### config.mk
export PLATFORM = sky130hd
export DESIGN_NAME = sdram_port_arbiter_flat
export DESIGN_NICKNAME = d
export VERILOG_FILES = /design/src/rtl/sdram_port_arbiter_if.sv /design/src/rtl/sdram_port_arbiter.sv /design/src/flat_wrapper.sv
export SDC_FILE = /design/constraint.sdc
export NUM_CORES = 1
export LEC_CHECK = 0
export ABC_AREA = 1
export BUFFER_PORTS_ARGS = -buffer_cell sky130_fd_sc_hd__buf_2
export CAP_MARGIN = 25
export CORE_ASPECT_RATIO = 1.4
export CORE_MARGIN = 5
export CORE_UTILIZATION = 63
export CTS_BUF_LIST = sky130_fd_sc_hd__clkbuf_4 sky130_fd_sc_hd__clkbuf_8
export CTS_CLUSTER_SIZE = 28
export DETAILED_ROUTE_END_ITERATION = 6
export PLACE_DENSITY_LB_ADDON = 0.05
export REMOVE_ABC_BUFFERS = 1
export SLEW_MARGIN = 20
export SYNTH_ARGS = -nofsm -noshare
export SYNTH_HDL_FRONTEND = slang
export SYNTH_SLANG_ARGS = --single-unit
### constraint.sdc
create_clock -name clk_sys -period 4.8 [get_ports clk_sys]
set_input_delay 0.48 -clock clk_sys [delete_from_list [all_inputs] [get_ports clk_sys]]
set_output_delay 0.48 -clock clk_sys [all_outputs]
set_load 0.01 [all_outputs]
### src/rtl/sdram_port_arbiter_if.sv
// rtl/sdram_port_arbiter_if.sv - loader, CPU and SDRAM-controller signal bundle for sdram_port_arbiter
interface sdram_port_arbiter_if #(
  parameter int AW = 23,
  parameter int DW = 8
);
  logic          ld_wr;
  logic [AW-1:0] ld_addr;
  logic [DW-1:0] ld_data;
  logic          ld_full;
  logic          ld_busy;
  logic          ld_ovf;

  logic          cpu_req;
  logic          cpu_we;
  logic [AW-1:0] cpu_addr;
  logic [DW-1:0] cpu_din;
  logic [DW-1:0] cpu_dout;
  logic          cpu_ack;

  logic [AW-1:0] mem_addr;
  logic [DW-1:0] mem_din;
  logic          mem_we;
  logic          mem_rd;
  logic [DW-1:0] mem_dout;
  logic          mem_ready;

  modport slave (
    input  ld_wr, ld_addr, ld_data, cpu_req, cpu_we, cpu_addr, cpu_din, mem_dout, mem_ready,
    output ld_full, ld_busy, ld_ovf, cpu_dout, cpu_ack, mem_addr, mem_din, mem_we, mem_rd
  );

  modport master (
    output ld_wr, ld_addr, ld_data, cpu_req, cpu_we, cpu_addr, cpu_din, mem_dout, mem_ready,
    input  ld_full, ld_busy, ld_ovf, cpu_dout, cpu_ack, mem_addr, mem_din, mem_we, mem_rd
  );
endinterface

### src/rtl/sdram_port_arbiter.sv
// rtl/sdram_port_arbiter.sv - shares one SDRAM controller port between the download loader FIFO and the Z80 bus
module sdram_port_arbiter #(
  parameter int AW        = 23,
  parameter int DW        = 8,
  parameter int FIFO_AW   = 2,
  parameter int MAX_BURST = 4
) (
  input logic               clk_sys,
  input logic               reset_n,
  sdram_port_arbiter_if.slave bus
);
  localparam int DEPTH = 1 << FIFO_AW;
  localparam int BW    = $clog2(MAX_BURST + 1);

  typedef enum logic [1:0] {IDLE, ISSUE, GAP, WAIT} state_t;

  state_t              state, state_nx;
  logic [AW-1:0]       fifo_addr [DEPTH];
  logic [DW-1:0]       fifo_data [DEPTH];
  logic [FIFO_AW-1:0]  wr_ptr, rd_ptr;
  logic [FIFO_AW:0]    count;
  logic                armed;
  logic [BW-1:0]       burst_cnt;
  logic                own_cpu, lat_rd, ovf;
  logic [AW-1:0]       lat_addr;
  logic [DW-1:0]       lat_data;
  logic [DW-1:0]       cpu_dout_q;
  logic                cpu_ack_q;
  logic                cpu_pend, ld_pend, fifo_full;
  logic                grant, grant_cpu, grant_ld, done, push, pop;

  assign cpu_pend  = bus.cpu_req && armed;
  assign ld_pend   = |count;
  assign fifo_full = count[FIFO_AW];
  assign grant_ld  = grant && !grant_cpu;
  assign pop       = grant_ld;
  // a full FIFO drops the push even when a pop happens on the same edge
  assign push      = bus.ld_wr && !fifo_full;

  always_comb begin
    state_nx  = state;
    grant     = 1'b0;
    grant_cpu = 1'b0;
    done      = 1'b0;
    case (state)
      IDLE: begin
        if (bus.mem_ready && (cpu_pend || ld_pend)) begin
          grant     = 1'b1;
          grant_cpu = cpu_pend && (!ld_pend || burst_cnt == BW'(MAX_BURST));
          state_nx  = ISSUE;
        end
      end
      ISSUE: state_nx = GAP;
      GAP:   state_nx = WAIT;   // controller needs a cycle to drop mem_ready
      WAIT: begin
        if (bus.mem_ready) begin
          done     = 1'b1;
          state_nx = IDLE;
        end
      end
      default: state_nx = IDLE;
    endcase
  end

  always_ff @(posedge clk_sys or negedge reset_n) begin
    if (!reset_n) begin
      state      <= IDLE;
      wr_ptr     <= '0;
      rd_ptr     <= '0;
      count      <= '0;
      ovf        <= 1'b0;
      armed      <= 1'b1;
      burst_cnt  <= '0;
      own_cpu    <= 1'b0;
      lat_rd     <= 1'b0;
      lat_addr   <= '0;
      lat_data   <= '0;
      cpu_ack_q  <= 1'b0;
      cpu_dout_q <= '0;
    end else begin
      state <= state_nx;
      if (push) wr_ptr <= wr_ptr + 1'b1;
      if (pop)  rd_ptr <= rd_ptr + 1'b1;
      case ({push, pop})
        2'b10:   count <= count + 1'b1;
        2'b01:   count <= count - 1'b1;
        default: count <= count;
      endcase
      if (bus.ld_wr && fifo_full) ovf <= 1'b1;

      // a held request must drop once before it can be serviced again
      if (!bus.cpu_req)         armed <= 1'b1;
      else if (done && own_cpu) armed <= 1'b0;

      if (grant_cpu || !cpu_pend)                   burst_cnt <= '0;
      else if (grant_ld && burst_cnt != BW'(MAX_BURST)) burst_cnt <= burst_cnt + 1'b1;

      if (grant) begin
        own_cpu  <= grant_cpu;
        lat_rd   <= grant_cpu && !bus.cpu_we;
        lat_addr <= grant_cpu ? bus.cpu_addr : fifo_addr[rd_ptr];
        lat_data <= grant_cpu ? bus.cpu_din  : fifo_data[rd_ptr];
      end

      cpu_ack_q <= done && own_cpu;
      if (done && own_cpu && lat_rd) cpu_dout_q <= bus.mem_dout;
    end
  end

  always_ff @(posedge clk_sys) begin
    if (push) begin
      fifo_addr[wr_ptr] <= bus.ld_addr;
      fifo_data[wr_ptr] <= bus.ld_data;
    end
  end

  assign bus.ld_full  = fifo_full;
  assign bus.ld_busy  = ld_pend || (state != IDLE && !own_cpu);
  assign bus.ld_ovf   = ovf;
  assign bus.cpu_ack  = cpu_ack_q;
  assign bus.cpu_dout = cpu_dout_q;
  assign bus.mem_addr = lat_addr;
  assign bus.mem_din  = lat_data;
  assign bus.mem_we   = (state == ISSUE) && !lat_rd;
  assign bus.mem_rd   = (state == ISSUE) && lat_rd;
endmodule

### src/flat_wrapper.sv
// flat-port wrapper written by rule: the top's interface ports become plain ports
module sdram_port_arbiter_flat 
#(
  parameter int AW        = 23,
  parameter int DW        = 8,
  parameter int FIFO_AW   = 2,
  parameter int MAX_BURST = 4
)
  (clk_sys, reset_n, bus_ld_wr, bus_ld_addr, bus_ld_data, bus_cpu_req, bus_cpu_we, bus_cpu_addr, bus_cpu_din, bus_mem_dout, bus_mem_ready, bus_ld_full, bus_ld_busy, bus_ld_ovf, bus_cpu_dout, bus_cpu_ack, bus_mem_addr, bus_mem_din, bus_mem_we, bus_mem_rd);
  sdram_port_arbiter_if #(.AW(AW), .DW(DW)) bus_i ();
  input logic clk_sys;
  input logic reset_n;
  input wire logic [$bits(bus_i.ld_wr)-1:0] bus_ld_wr;
  input wire logic [$bits(bus_i.ld_addr)-1:0] bus_ld_addr;
  input wire logic [$bits(bus_i.ld_data)-1:0] bus_ld_data;
  input wire logic [$bits(bus_i.cpu_req)-1:0] bus_cpu_req;
  input wire logic [$bits(bus_i.cpu_we)-1:0] bus_cpu_we;
  input wire logic [$bits(bus_i.cpu_addr)-1:0] bus_cpu_addr;
  input wire logic [$bits(bus_i.cpu_din)-1:0] bus_cpu_din;
  input wire logic [$bits(bus_i.mem_dout)-1:0] bus_mem_dout;
  input wire logic [$bits(bus_i.mem_ready)-1:0] bus_mem_ready;
  output wire logic [$bits(bus_i.ld_full)-1:0] bus_ld_full;
  output wire logic [$bits(bus_i.ld_busy)-1:0] bus_ld_busy;
  output wire logic [$bits(bus_i.ld_ovf)-1:0] bus_ld_ovf;
  output wire logic [$bits(bus_i.cpu_dout)-1:0] bus_cpu_dout;
  output wire logic [$bits(bus_i.cpu_ack)-1:0] bus_cpu_ack;
  output wire logic [$bits(bus_i.mem_addr)-1:0] bus_mem_addr;
  output wire logic [$bits(bus_i.mem_din)-1:0] bus_mem_din;
  output wire logic [$bits(bus_i.mem_we)-1:0] bus_mem_we;
  output wire logic [$bits(bus_i.mem_rd)-1:0] bus_mem_rd;
  assign bus_i.ld_wr = bus_ld_wr;
  assign bus_i.ld_addr = bus_ld_addr;
  assign bus_i.ld_data = bus_ld_data;
  assign bus_i.cpu_req = bus_cpu_req;
  assign bus_i.cpu_we = bus_cpu_we;
  assign bus_i.cpu_addr = bus_cpu_addr;
  assign bus_i.cpu_din = bus_cpu_din;
  assign bus_i.mem_dout = bus_mem_dout;
  assign bus_i.mem_ready = bus_mem_ready;
  assign bus_ld_full = bus_i.ld_full;
  assign bus_ld_busy = bus_i.ld_busy;
  assign bus_ld_ovf = bus_i.ld_ovf;
  assign bus_cpu_dout = bus_i.cpu_dout;
  assign bus_cpu_ack = bus_i.cpu_ack;
  assign bus_mem_addr = bus_i.mem_addr;
  assign bus_mem_din = bus_i.mem_din;
  assign bus_mem_we = bus_i.mem_we;
  assign bus_mem_rd = bus_i.mem_rd;
  sdram_port_arbiter #(.AW(AW), .DW(DW), .FIFO_AW(FIFO_AW), .MAX_BURST(MAX_BURST)) u_core (.clk_sys(clk_sys), .reset_n(reset_n), .bus(bus_i));
endmodule
## Yosys cells after proc, flatten, opt, wreduce, memory -nomap -nowiden

Memory sizes are Yosys's and may differ from the RTL's.
Index checks and enable logic that the tools add are counted.

- RAM bits: 124
- Output and inout bits: 45
- Memories: 2
- Latch bits: 0
- Register bits after elaboration: 56
- Memory bits (read-only): 0
- Logic and storage cells: 78
- Input port bits: 76

- Equal/unequal tests: 10
- Multiplexer cells: 18
- Order comparisons: 0
- Reduce and logical (&&, ||, !) cells: 30
- Add/subtract/negate cells: 5
- Bitwise logic cells: 0
- Shift operators: 0
- $mul: 0
- Divide/modulo/power cells: 0

Memories:

| name | words | width | read ports | clocked after Yosys merged registers in | write ports | line | text |
|---|---|---|---|---|---|---|---|
| u_core.fifo_addr | 4 | 23 | 1 | 0 | 1 | sdram_port_arbiter.sv:18 | `logic [AW-1:0] fifo_addr [DEPTH];` |
| u_core.fifo_data | 4 | 8 | 1 | 0 | 1 | sdram_port_arbiter.sv:19 | `logic [DW-1:0] fifo_data [DEPTH];` |

Operators with widths:

| cell | number |
|---|---|
| $mux W23 | 1 |
| $logic_and A1 B1 Y1 | 13 |
| $mux W1 | 10 |
| $mux W8 | 1 |
| $pmux W2 S4 | 1 |
| $logic_not A1 Y1 | 7 |
| $add A3 B1 Y3 const B | 2 |
| $eq A2 B2 Y1 const B | 3 |
| $mux W3 | 2 |
| $pmux W3 S2 | 1 |
| $reduce_bool A2 Y1 | 3 |
| $add A2 B1 Y2 const B | 2 |
| $eq A2 B1 Y1 const B | 2 |
| $logic_or A1 B1 Y1 | 4 |
| $mux W2 | 2 |
| $ne A2 B1 Y1 const B | 2 |
| $eq A3 B3 Y1 const B | 1 |
| $ne A3 B3 Y1 const B | 1 |
| $reduce_or A3 Y1 | 1 |
| $sub A3 B1 Y3 const B | 1 |
| $logic_not A2 Y1 | 1 |
| $ne A2 B2 Y1 const B | 1 |
| $reduce_and A2 Y1 | 1 |

## Longest topological paths before layout

Gate-level depths: netlist (run 1).

- Depth after elaboration: 11
- Depth in mapped cells: 13
- Gate-level depth less buffers: 12

## Worst setup path after synthesis (run 1)

OpenSTA, ideal clock, no wires.

- Kind: register -> register
- Start point: reg u_core.count[2]
- End point: mem u_core.fifo_addr[0][0], enable pin
- Slack: 2.334 ns
- Arrival time: 2.047 ns
- Path buffers: 0
- Cell stages (with the launch flop): 4
- Period minus slack after synthesis: 2.466 ns
- Required time: 4.381 ns
- Library setup time: 0.419 ns
- Cells stage by stage: dfrtp_1 -> inv_1 -> nand2_1 -> nor2_1

- Longest elaborated chain between the ends: 4

Ends and longest elaborated chain:

| item | line | text |
|---|---|---|
| from (decl) | sdram_port_arbiter.sv:21 | `logic [FIFO_AW:0] count;` |
| from (signal assigned) | sdram_port_arbiter.sv:85 | `2'b10: count <= count + 1'b1;` |
| from (signal assigned) | sdram_port_arbiter.sv:86 | `2'b01: count <= count - 1'b1;` |
| from (signal assigned) | sdram_port_arbiter.sv:87 | `default: count <= count;` |
| $logic_not A1 Y1 | sdram_port_arbiter.sv:38 | `assign push = bus.ld_wr && !fifo_full;` |
| $logic_and A1 B1 Y1 | sdram_port_arbiter.sv:38 |  |
| $mux W1 | sdram_port_arbiter.sv:111 | `if (push) begin` |
| $mux W1 (not written as such) | sdram_port_arbiter.sv:112 | `fifo_addr[wr_ptr] <= bus.ld_addr;` |
| to (decl) | sdram_port_arbiter.sv:18 |  |

Every way passes these cells.

## Worst setup path after layout (run 1)

- Start point: reg u_core.state[1]
- End point: reg u_core.count[2]

- Longest elaborated chain between the ends: 6
- Elaborated cells on any way between the ends: 9
- Those cells by class: eq/ne: 2; mux: 3; reduce/logical: 4

Ends and longest elaborated chain:

| item | line | text |
|---|---|---|
| from (decl) | sdram_port_arbiter.sv:17 | `state_t state, state_nx;` |
| from (signal assigned) | sdram_port_arbiter.sv:81 | `state <= state_nx;` |
| $logic_not A2 Y1 (*) | sdram_port_arbiter.sv:45 | `case (state)` |
| $mux W1 | sdram_port_arbiter.sv:45 |  |
| $logic_not A1 Y1 | sdram_port_arbiter.sv:35 | `assign grant_ld = grant && !grant_cpu;` |
| $logic_and A1 B1 Y1 (*) | sdram_port_arbiter.sv:35 |  |
| $eq A2 B1 Y1 / $eq A2 B2 Y1 (equally long branches) | sdram_port_arbiter.sv:84 | `case ({push, pop})` |
| $pmux W3 S2 / $reduce_bool A2 Y1 (equally long branches) | - |  |

Mark *: on every way between the ends. The rest lies on a longest branch, timed or not.
A chain may end at the register's enable or synchronous reset.

==> run metrics, run 1 <==
Synth Register Bits 180; DR iter-0 viols 316; flop2flop setup slack ~1.9 ns; Area Growth Syn to Fin 16.6%; via count approximately 5400; CTS root buf clkbuf_8; initial core utilization 0.639; Fillers 800; met1 wire length 6370 um; Clock transition at path regs 0.10 ns; NumNets Final 899; Die Footprint 14300 um^2; WL final 16400 um; number of global-route vias before repair approximately 5500; core area 11800 um^2; Simple-Gate Fraction of Synth Area 0.215; Syn Inst Count 696; drt pass-1 iters 5; final setup skew 0.0178 ns; DR top layer met5; Critical Path Start Type register; Yosys top cell area share 0.493; number of CTS-inserted buffers 17; wire per inst 16.9 um; Clock Latency Late Sink 0.44 ns; largest family of logic cells by synthesized area simple AND/OR/NAND/NOR gates; Final ANT Viol Nets 0; wire length on met2 8620 um; Post-CTS Hold Fix Bufs 0; setup tns final 0 ns; worst-margin pin slew 0.926 ns; Pwr per Cell Area 564 nW/um^2; FP Rows 47; Worst R2R Path Depth 11; Final Util 0.746; peak supply drop 0.317 mV; post-synthesis adder-cell area fraction 0.0209; CTS tree built; largest net degree at the start of global routing 65; critical path class reg -> reg; Worst slew margin 0.382; fin. max-slew vios 0; crit path DAT 3.26 ns; min cycle time layout between 2 and 3 ns; io pins 121; chip width just over 100 um; sequential area share after synthesis 0.678; fmax 0.346 GHz; final hold violation count 0; XOR/XNOR share of the synthesized area 0.00579; IO Port Bufs 120; CTS Sinks 180; post-synthesis compound-gate area fraction 0.0300; Mapped Area 7560 um^2; number of remaining DRC errors 0; outcome finished clean; Mean Syn Cell Area around 11 um^2; Critical Path RT around 5.2 ns; Synth area leaders edfxtp_1 (49%), dfrtp_1 (18%), nand2_1 (14%), nand3_1 (3.5%), o21ai_0 (2.6%); CTS max path bufs 2; library cells used by synthesis 27; total grt overflow 0; mux cell area share after synthesis 0.0144; initial antenna violation count 2; gpl congestion 0.694; Ys Warns 0; GRT Overall Usage 0.238; post_cts resized 0; Detail Placement HPWL 10100 um; WL met3 1030 um; setup repair after global routing missed its margin no; Setup-failing EPs final 0; reg2reg end u_core.count[2]$_DFFE_PN0P_; Hold Path Class in -> async; CP endpoint kind register; share of post-route cells with drive strength above 1 0.227; Post-CTS Setup Inserts 0; H-tree Lvls 4; Die Ht around 140 um; Leak 3.96 nW; Crit Path Max Fanout 36; vias per inst about 5.5; Reg-to-Reg Start u_core.state[1]$_DFFE_PN0P_; max cap viols 0; first-pass GRT wire length 26300 um; area leader, netlist edfxtp_1; final period utilization 0.602
==> through the flow <==
stage / area, um^2 / total power, mW / worst slack, ns / instances / hold WS [ns]
floorplan: 7370 / 3.18 / 2.33 / 665 / 0.184
global placement: 8200 / 3.68 / 2.03 / 934 / 0.435
detailed placement: 8310 / 3.80 / 1.90 / 938 / 0.448
CTS: 8780 / 4.97 / 1.90 / 970 / 0.164
global route: 8810 / 5.29 / 1.68 / 972 / 0.153
finish: 8810 / 4.97 / 1.91 / 972 / 0.177
==> cells in the mapped netlist (all sizes together) <==
cell type and number:
a21o 1, nand2 296, o21ai 39, clkbuf 6, dfrtp 55, buf 25, edfxtp 124, xnor2 1
mux2 8, a21oi 4, xor2 4, fa 1, dfstp 1, nand3 55, inv 23, nor2 42
ha 11
==> cells in the final DEF, fill, tap and decap left out, types with 3 or more instances in the layout <==
cell | Yosys | final
inv_1 | 22 | 22
mux2_2 | 3 | 3
nor2_1 | 37 | 33
bufinv_16 | 0 | 5
clkbuf_8 | 0 | 18
mux2_4 | 5 | 5
nor2_4 | 5 | 9
clkinv_4 | 0 | 3
edfxtp_1 | 124 | 124
ha_1 | 11 | 11
nand3_1 | 53 | 53
nand2_2 | 3 | 3
xor2_1 | 4 | 4
buf_2 | 18 | 120
buf_16 | 0 | 5
dfrtp_1 | 55 | 53
o21ai_0 | 39 | 39
nand2_1 | 291 | 291
a21oi_1 | 3 | 3
==> logic make-up after synthesis <==
logic type | Yosys count
AND/OR/NAND/NOR | 393
multiplexers | 8
buffers and inverters | 54
flip-flops | 180
XOR/XNOR | 5
adder cells (fa/ha/maj) | 12
AO/OA/AOI/OAI | 44
==> routing by layer <==
metal / global-route usage / up-vias
met1: 0.295 / 2584
li1: - / 2528
met3: 0.0476 / 36
met5: 0 / -
met2: 0.408 / 212
met4: 0.0912 / 2
==> worst max-delay path: stages (launching register included) <==
cell     delay (ns)
dfrtp_1        0.42
inv_1          0.12
ha_1           0.28
nand3_4        0.45
nor2_4         0.51
ha_1           0.23
inv_1          0.08
fa_1           0.39
nor2_1         0.12
nor2_1         0.04
nand2_1        0.07
xor2_1         0.14
==> flip-flops by register name, summed over array words and instances (netlist names), 3 cells and up <==
name,cells
u_core.bus.mem_din,8
u_core.burst_cnt,3
u_core.count,3
u_core.fifo_data,32
u_core.bus.mem_addr,23
u_core.bus.cpu_dout,8
u_core.fifo_addr,92
==> worst max path at each step <==
stage                                      startpoint                               end  slack (ns)  depth (start not counted)
final                     u_core.state[1]$_DFFE_PN0P_       u_core.count[2]$_DFFE_PN0P_        1.91                         11
after global routing      u_core.state[1]$_DFFE_PN0P_       u_core.count[2]$_DFFE_PN0P_        1.68                         11
after CTS                 u_core.state[1]$_DFFE_PN0P_       u_core.count[2]$_DFFE_PN0P_        1.90                         11
after detailed placement  u_core.state[1]$_DFFE_PN0P_       u_core.count[2]$_DFFE_PN0P_        1.90                         11
after global placement                    bus_cpu_req       u_core.count[2]$_DFFE_PN0P_        2.03                         12
after floorplan           u_core.count[2]$_DFFE_PN0P_  u_core.fifo_addr[0][0]$_DFFE_PP_        2.33                          3
==> cell type report <==
cell class	count	area, um^2	area share
diodes	1	2.50	0.000284
clock buffers	18	248	0.0281
clock inverters	14	224	0.0254
inverters	23	86.3	0.00979
multi-input cells	462	2190	0.248
flip-flops and latches	180	5130	0.582
well taps	147	184	0.0209
repair buffers	127	753	0.0855
==> power breakdown <==
| part | switching, mW | total, mW | internal (mW) |
|---|---|---|---|
| Clock | 0.539 | 1.18 | 0.641 |
| Sequential | 0.192 | 2.18 | 1.99 |
| Combinational | 1.04 | 1.61 | 0.566 |
| Total | 1.77 | 4.97 | 3.20 |
Power figures use the tool's default switching activity.
==> inputs of run 2 (changes only) <==
--- a/config.mk
+++ b/config.mk
@@ -10,7 +10,7 @@
 export CAP_MARGIN = 25
 export CORE_ASPECT_RATIO = 1.4
 export CORE_MARGIN = 5
-export CORE_UTILIZATION = 63
+export CORE_UTILIZATION = 58
 export CTS_BUF_LIST = sky130_fd_sc_hd__clkbuf_4 sky130_fd_sc_hd__clkbuf_8
 export CTS_CLUSTER_SIZE = 28
 export DETAILED_ROUTE_END_ITERATION = 6
==> constraint.sdc (replaced) <==
create_clock -name clk_sys -period 2.7 [get_ports clk_sys]
set_input_delay 0.27 -clock clk_sys [delete_from_list [all_inputs] [get_ports clk_sys]]
set_output_delay 0.27 -clock clk_sys [all_outputs]
set_load 0.01 [all_outputs]
==> run 2 against run 1 <==
Net effect: routed wire length shrank 0.18%; clock skew barely moved; worst setup slack got worse by 1.4 ns; non-clock buffer count grew 10; total power rose by 73%; sequential power grew 73%; maximum frequency up 35%; utilization down 6.1 points; final cell count grew 1.6%; combinational power increased by 81%; via count fell by 2.5%.
==> run metrics, run 2 (synthesis gave the netlist of run 1 again) <==
outcome finished clean; final hold violation count 0 (unchanged); Die Footprint 15400 um^2 (+7.9%); WL final 16400 um (-0.18%); Post-CTS Setup Inserts 0 (unchanged); CTS root buf clkbuf_8; Setup-failing EPs final 0 (unchanged); Clock Latency Late Sink 0.44 ns (about the same); drt pass-1 iters 5 (unchanged); largest net degree at the start of global routing 64 (-1.5%); Clock transition at path regs 0.10 ns (about the same); commonest cells after routing, fill and taps aside nand2_1 (291), edfxtp_1 (124), buf_2 (120); CTS max path bufs 2 (unchanged); Hold Path Class in -> reg; Worst slew margin 0.418 (+0.0361); min cycle time layout 2.14 ns (-0.746 ns); initial antenna violation count 1 (-1); via count 5229 (-2.5%); chip width 106 um (+3.8%); FP Rows 49 (+4.3%); number of remaining DRC errors 0 (unchanged); peak supply drop 0.534 mV (+68%); fin. max-slew vios 0 (unchanged); crit path DAT 2.52 ns (-0.74 ns); number of CTS-inserted buffers 17 (unchanged); placed cell area 8310 um^2 (unchanged); CP endpoint kind register; Fillers 983 (+23%); Pwr per Cell Area 981 nW/um^2 (+74%); max FFs per register 92 (unchanged); Leak 3.95 nW (about the same); initial core utilization 0.590 (-0.0496); Critical Path Start Type register; GRT Overall Usage 0.223 (-0.0152); NumNets Final 909 (+1.1%); final period utilization 0.793 (+0.192); Final ANT Viol Nets 0 (unchanged); Post-CTS Hold Fix Bufs 3 (+3); wire per inst 16.6 um (-1.8%); worst-margin pin slew 0.872 ns (-0.0541 ns); CP top delay family adder cells; Final Hold Slack 0.0264 ns (-0.150 ns); commonest non-fill, non-tap cell in the layout nand2_1; CTS Sinks 180 (unchanged); number of global-route vias before repair 5468 (-0.69%); max incr delay on CP 0.41 ns (-0.10 ns); Die Ht 145 um (+3.9%); largest register by flop count u_core.fifo_addr; CTS tree built; DR iter-0 viols 274 (-13%); Area Growth Syn to Fin 16.0%; critical path class reg -> reg; Final Cell Area 8770 um^2 (-0.50%); setup tns final 0 ns (unchanged); Critical Path RT 3.08 ns (-2.10 ns); gpl congestion 0.789 (+14%); total grt overflow 0 (unchanged); Cell Chain, Critical Path inv_1 > ha_1 > nand3_4 > nor2_4 > ha_1 > inv_1 > fa_1 > nor2_1 > nor2_1 > nand2_1 > xor2_1; vias per inst 5.29 (-4.1%); first-pass GRT wire length 27200 um (+3.7%); IO Port Bufs 120 (unchanged); slowest library cell on the worst path dfrtp_1; fmax 0.467 GHz (+35%); Crit Path Max Fanout 5 (-86%); Tot Pwr 8.61 mW (+73%); share of post-route cells with drive strength above 1 0.234 (+0.00687); core area 12800 um^2 (+8.4%); post_cts resized 0 (unchanged); final setup skew 0.0180 ns (+0.000229 ns); max cap viols 0 (unchanged); Detail Placement HPWL 10200 um (+1.9%); WP buf/inv 2 (unchanged); setup repair after global routing missed its margin no; H-tree Lvls 4 (unchanged); io pins 121 (unchanged)
-- run 2: cell count changes in the layout (fill, tap and decap cells not counted), moves of 2 or more --
cell and delta:
buf_4 +11, buf_16 -5, dlygate4sd3_1 +3, bufinv_16 -2, inv_6 +2
-- run 2: worst register-to-register path, cell delays in order (launching register included) --
cell,delay (ns)
dfrtp_1,0.41
inv_1,0.11
ha_1,0.29
nand3_4,0.14
nor2_4,0.13
ha_1,0.15
inv_1,0.08
fa_1,0.38
nor2_1,0.12
nor2_1,0.05
nand2_1,0.07
xor2_1,0.14
-- run 2: power by group --
| group | internal (mW) | switching [mW] |
|---|---|---|
| logic | 0.989 | 1.92 |
| clock network | 0.964 | 0.952 |
| registers | 3.55 | 0.237 |
| total | 5.50 | 3.11 |
-- run 2: path summary, 6_finish.rpt --
path                                               startpoint                             endpoint  slack (ns)  depth (start not counted)
worst min-delay path                         bus_cpu_addr[12]  u_core.bus.mem_addr[12]$_DFFE_PN0N_        0.03                          3
worst max-delay path              u_core.state[0]$_DFFE_PN0P_          u_core.count[2]$_DFFE_PN0P_        0.56                         11
max in group asynchronous                             reset_n   u_core.bus.mem_addr[6]$_DFFE_PN0N_        1.69                          3
min in group asynchronous                             reset_n          u_core.state[0]$_DFFE_PN0P_        0.31                          2
worst max register to register    u_core.state[0]$_DFFE_PN0P_          u_core.count[2]$_DFFE_PN0P_        0.56                         11
worst min register to register  u_core.bus.ld_ovf$_DFFE_PN0P_        u_core.bus.ld_ovf$_DFFE_PN0P_        0.47                          1
-- run 2: per-stage QoR --
step,instances,setup WS [ns],util
3_3_place_gp,952,0.682,0.649
2_1_floorplan,665,0.234,-
4_1_cts,987,0.547,0.684
5_1_grt,988,0.391,0.685
6_report,988,0.558,0.685
3_5_place_dp,952,0.572,0.649
-- run 2: final cells by class --
class                      instances  area (um^2)  area share
clock buffer                      19          255      0.0291
sequential                       180         5130       0.585
clock inverter                    13          170      0.0194
antenna                            1         2.50    0.000285
tap                              153          191      0.0218
inverter                          23         86.3     0.00984
timing repair buffer             137          748      0.0853
multi-input combinational        462         2190       0.250
-- run 2: routing by layer --
| metal | up-vias | global-route usage | wire (um) |
|---|---|---|---|
| li1 | 2548 | - | - |
| met4 | 0 | 0.0685 | 307 |
| met3 | 24 | 0.0471 | 888 |
| met1 | 2507 | 0.273 | 6610 |
| met2 | 150 | 0.396 | 8570 |
| met5 | - | 0 | 0 |
